## src/rtl/router_pkg.sv

```systemverilog
// Shared constants and address encodings for the 1x3 packet router.
package router_pkg;

  localparam int ADDR_W         = 2;
  localparam int NUM_PORTS      = 3;
  localparam int TIMEOUT_CYCLES = 30;
  localparam int CNT_W          = 5;

  typedef enum logic [ADDR_W-1:0] {
    ADDR_P0      = 2'b00,
    ADDR_P1      = 2'b01,
    ADDR_P2      = 2'b10,
    ADDR_INVALID = 2'b11
  } addr_e;

  // One-hot port select; the invalid address selects nothing.
  function automatic logic [NUM_PORTS-1:0] addr_onehot(input addr_e addr);
    logic [NUM_PORTS-1:0] oh;
    oh = '0;
    case (addr)
      ADDR_P0: oh = 3'b001;
      ADDR_P1: oh = 3'b010;
      ADDR_P2: oh = 3'b100;
      default: oh = 3'b000;
    endcase
    return oh;
  endfunction

endpackage

```

## src/rtl/router_sync_timeout.sv

```systemverilog
// Per-port stall watchdog: pulses soft_reset for one cycle after
// TIMEOUT_CYCLES consecutive cycles of valid-but-unread output.
module router_sync_timeout #(
  parameter int TIMEOUT_CYCLES = router_pkg::TIMEOUT_CYCLES,
  parameter int CNT_W          = router_pkg::CNT_W
) (
  input  logic clock,
  input  logic resetn,
  input  logic vld,
  input  logic rd,
  output logic soft_reset
);

  logic [CNT_W-1:0] cnt;

  always_ff @(posedge clock or posedge resetn) begin
    if (resetn) begin
      cnt        <= '0;
      soft_reset <= 1'b0;
    end else if (!vld || rd) begin
      cnt        <= '0;
      soft_reset <= 1'b0;
    end else if (cnt == CNT_W'(TIMEOUT_CYCLES - 1)) begin
      // Wrap to zero so a persistent stall re-fires every TIMEOUT_CYCLES.
      cnt        <= '0;
      soft_reset <= 1'b1;
    end else begin
      cnt        <= cnt + CNT_W'(1);
      soft_reset <= 1'b0;
    end
  end

endmodule

```

## src/rtl/router_sync.sv

```systemverilog
// Router synchronizer glue: address latch, FIFO write steering, full/valid
// reporting and per-port stall soft resets.
module router_sync
  import router_pkg::*;
(
  input  logic                 clock,
  input  logic                 resetn,
  input  logic                 detect_add,
  input  logic [ADDR_W-1:0]    data_in,
  input  logic                 write_enb_reg,
  input  logic                 read_enb_0,
  input  logic                 read_enb_1,
  input  logic                 read_enb_2,
  input  logic                 empty_0,
  input  logic                 empty_1,
  input  logic                 empty_2,
  input  logic                 full_0,
  input  logic                 full_1,
  input  logic                 full_2,
  output logic                 vld_out_0,
  output logic                 vld_out_1,
  output logic                 vld_out_2,
  output logic [NUM_PORTS-1:0] write_enb,
  output logic                 fifo_full,
  output logic                 soft_reset_0,
  output logic                 soft_reset_1,
  output logic                 soft_reset_2
);

  addr_e addr_q;

  always_ff @(posedge clock or posedge resetn) begin
    if (resetn)          addr_q <= ADDR_P0;
    else if (detect_add) addr_q <= addr_e'(data_in);
  end

  // Decoders use the registered address only, so a header arriving alongside
  // a write still steers that write by the previous packet's address.
  always_comb begin
    write_enb = '0;
    if (write_enb_reg) write_enb = addr_onehot(addr_q);
  end

  always_comb begin
    fifo_full = 1'b0;
    case (addr_q)
      ADDR_P0: fifo_full = full_0;
      ADDR_P1: fifo_full = full_1;
      ADDR_P2: fifo_full = full_2;
      default: fifo_full = 1'b0;
    endcase
  end

  assign vld_out_0 = ~empty_0;
  assign vld_out_1 = ~empty_1;
  assign vld_out_2 = ~empty_2;

  router_sync_timeout u_timeout_0 (
    .clock      (clock),
    .resetn     (resetn),
    .vld        (vld_out_0),
    .rd         (read_enb_0),
    .soft_reset (soft_reset_0)
  );

  router_sync_timeout u_timeout_1 (
    .clock      (clock),
    .resetn     (resetn),
    .vld        (vld_out_1),
    .rd         (read_enb_1),
    .soft_reset (soft_reset_1)
  );

  router_sync_timeout u_timeout_2 (
    .clock      (clock),
    .resetn     (resetn),
    .vld        (vld_out_2),
    .rd         (read_enb_2),
    .soft_reset (soft_reset_2)
  );

endmodule

```

## config.mk

```make
export PLATFORM = sky130hd
export DESIGN_NAME = router_sync
export DESIGN_NICKNAME = d
export VERILOG_FILES = /design/src/rtl/router_pkg.sv /design/src/rtl/router_sync_timeout.sv /design/src/rtl/router_sync.sv
export SDC_FILE = /design/constraint.sdc
export NUM_CORES = 1
export LEC_CHECK = 0
export CORE_AREA = 4 4 55 67
export DETAILED_ROUTE_END_ITERATION = 7
export DIE_AREA = 0 0 59 71
export PLACE_DENSITY_LB_ADDON = 0.25
export SLEW_MARGIN = 25
export SYNTH_ARGS = -nofsm -noshare
export SYNTH_HDL_FRONTEND = slang
export SYNTH_SLANG_ARGS = --single-unit
```

## constraint.sdc

```tcl
create_clock -name clock -period 1.4 [get_ports clock]
set_input_delay 0.28 -clock clock [delete_from_list [all_inputs] [get_ports clock]]
set_output_delay 0.28 -clock clock [all_outputs]
set_load 0.02 [all_outputs]
```

==> impl_metrics.py <==
metrics = {
    "synthesis": {
        "post_synth_xor_area_fraction_pct": 8.80,
        "netlist_instances": 83,
        "synth_compound_area_share_pct": 0.559,
        "ys_ff_latch": 20,
        "synthDistinctLibCells": 16,
        "syn_avg_cell_area_um2": 10.8,
        "synthAdderAreaFrac_pct": 8.38,
        "synthesis.area_um2": 896,
        "synth.net_count": 104,
        "synth_top_family_by_area": "simple AND/OR/NAND/NOR gates",
        "synth_mux_area_share_pct": 3.63,
        "synth_warnings": 0,
        "yosysSeqAreaShare_pct": 55.9,
        "synth_simple_gate_area_share_pct": 19.8,
    },
    "critical_path": {
        "worstSetupPathDepth": 3,
        "required_ns": 1.12,
        "path_cells": "buf_4 -> and3b_2 -> buf_6",
        "slowest_stage": "dfrtp_2",
        "crit_end": "write_enb[2]",
        "rr_worst_depth": 5,
        "critPathMaxStageDelay_ns": 0.45,
        "timing.rr.end": "u_timeout_2.cnt[3]",
        "critPathKind": "reg2out",
        "worst_setup_path_start_kind": "register",
        "crit_buf_inv": 2,
        "cp_top_family": "flip-flops",
        "end_kind": "primary output",
        "startpoint": "addr_q[1]",
        "r2r_start": "u_timeout_2.cnt[1]",
        "cp_max_fo": 6,
        "ff2ff_setup_slack_ns": 0.31,
        "arrival_ns": 1.20,
    },
    "grt": {
        "track_usage_pct": 8.61,
        "grt_max_degree": 21,
        "grt_pass1_vias": 713,
        "overflow": 0,
        "antenna_found_initial": 0,
        "grt_pass1_wl_um": 2870,
    },
    "outcome": {
        "violations": "negative setup slack",
        "status": "finished with violations",
    },
    "power_and_ir_drop": {
        "p_per_area_nw_per_um2": 874,
        "peakVddDrop_v": 0.000532,
        "p_leak_nw": 0.600,
        "power_mw": 1.09,
    },
    "timing": {
        "skew_ns": 0.000930,
        "worst_pin_slew_ns": 0.252,
        "slew_violations": 0,
        "layout_setup_ws_ns": -0.0840,
        "tns_ns": -0.124,
        "max_freq_mhz": 674,
        "setup_violations": 2,
        "period_needed_ns": 1.48,
        "rsz0062_at_grt": "yes",
        "slew_headroom_pct": 83.2,
        "period_share_pct": 106,
        "hold_viol_final": 0,
        "timing.hold.ws_ns": 0.289,
    },
    "placed_design": {
        "place.port_buffers": 24,
        "place_hpwl_um": 1230,
        "dp.cells": 147,
        "placed_area_um2": 1210,
        "place_congestion": 0.688,
    },
    "routing": {
        "drt_iter0_markers": 14,
        "postRouteAntennaNets": 0,
        "drt-total-wl_um": 1600,
        "drc": 0,
        "wl_per_cell_um": 10.5,
        "drt-vias-per-instance": 4.45,
        "firstDrtPassIters": 2,
        "vias": 676,
    },
    "hold_path": {
        "hp-class": "in2async",
    },
    "layout": {
        "nets": 138,
        "stdcell_area_um2": 1250,
        "diodes": 0,
        "final_cells": 152,
        "syn_to_final_growth_pct": 39.7,
        "final_cell_mix": "nor2_1 (18), dfrtp_1 (18), clkdlybuf4s50_1 (14)",
        "final_layout_size_suffix_gt1_share_pct": 18.1,
    },
    "floorplanning": {
        "rows": 22,
        "die_y_um": 71,
        "ios": 25,
        "die_w_um": 59,
        "initial_core_util_pct": 29.6,
        "dieArea_um2": 4190,
        "coreArea_um2": 3030,
    },
    "clock_tree": {
        "cts_buffers": 3,
        "clock-sinks": 20,
        "htreeDepth": 1,
        "insertion_delay_ns": 0.30,
        "tritoncts": "done",
        "clk_pin_slew_ns": 0.11,
        "hold_buffers": 0,
        "cts_root_buf": "clkbuf_4",
        "clock_path_buffers": 2,
    },
    "flow_run": {
        "cap_violations": 0,
    },
}
-- cell families after synthesis --
kind of cell,count (synthesis)
AOI/OAI and AO/OA,1
xor gates and xnor gates,9
adders and majority gates,6
buffers and inverters,7
DFF,20
muxes,3
and+or+nand+nor,37
-- layout make-up --
| type | count | area, um^2 |
|---|---|---|
| fillers | 305 | 1780 |
| flip-flops and latches | 20 | 503 |
| multi-input cells | 56 | 374 |
| clock buffers | 4 | 36.3 |
| well taps | 36 | 45.0 |
| inverters | 7 | 26.3 |
| repair buffers | 29 | 267 |
-- where the power goes --
| part | internal [mW] | leakage, nW | switching [mW] |
|---|---|---|---|
| logic | 0.0868 | 0.309 | 0.0659 |
| registers | 0.592 | 0.270 | 0.0167 |
| clock network | 0.159 | 0.0210 | 0.173 |
-- per-layer routing --
layer / global-route usage (%) / share of wire, %
met5: 0 / 0
met4: 4.03 / 1.4
met3: 2.01 / 9.3
met2: 14.7 / 47
met1: 9.88 / 42
-- registers in the layout (all words and copies together) (netlist names) --
| signal | count |
|---|---|
| u_timeout_0.soft_reset | 1 |
| addr_q | 2 |
| u_timeout_2.cnt | 5 |
| u_timeout_1.soft_reset | 1 |
| u_timeout_1.cnt | 5 |
| u_timeout_0.cnt | 5 |
| u_timeout_2.soft_reset | 1 |
-- worst min-delay path: stages --
cell             delay (ns)
clkdlybuf4s50_1        0.39
inv_1                  0.05
buf_4                  0.26
-- synth_stat cells --
cell type,n,area (um^2)
and3b_2,2,20.0
nand3_1,6,30.0
mux2i_1,1,10.0
nand3b_1,1,7.51
ha_1,6,75.1
xor2_1,6,52.6
nor3b_1,1,7.51
inv_1,7,26.3
xnor2_1,3,26.3
mux2_2,2,22.5
nor3_1,3,15.0
nor2_1,18,67.6
nand2_1,3,11.3
dfrtp_1,20,500
nand4_1,3,18.8
o21ai_0,1,5.00
-- metrics by stage --
step / utilization [%] / worst slack [ns]
after floorplan: - / 0.121
after global placement: 40.0 / -0.441
after detailed placement: 40.0 / -0.453
after CTS: 40.6 / -0.128
after global routing: 41.3 / -0.134
final: 41.3 / -0.0840
-- worst min-delay path by stage --
stage | endpoint | startpoint | cells after the start
3_5_place_dp | u_timeout_0.cnt[0] | u_timeout_0.cnt[0] | 1
4_1_cts | u_timeout_2.cnt[3] | resetn | 3
2_1_floorplan | addr_q[0] | resetn | 1
3_3_place_gp | u_timeout_1.cnt[0] | u_timeout_1.cnt[0] | 1
5_1_grt | u_timeout_2.cnt[1] | resetn | 3
6_report | u_timeout_2.cnt[1] | resetn | 3
-- what timing repair did --
item,in CTS,in global routing
pin swaps,0,2
setup buffers,1,0
gates resized for setup,25,13
setup endpoints to repair,10,7
Power figures use the tool's default switching activity.
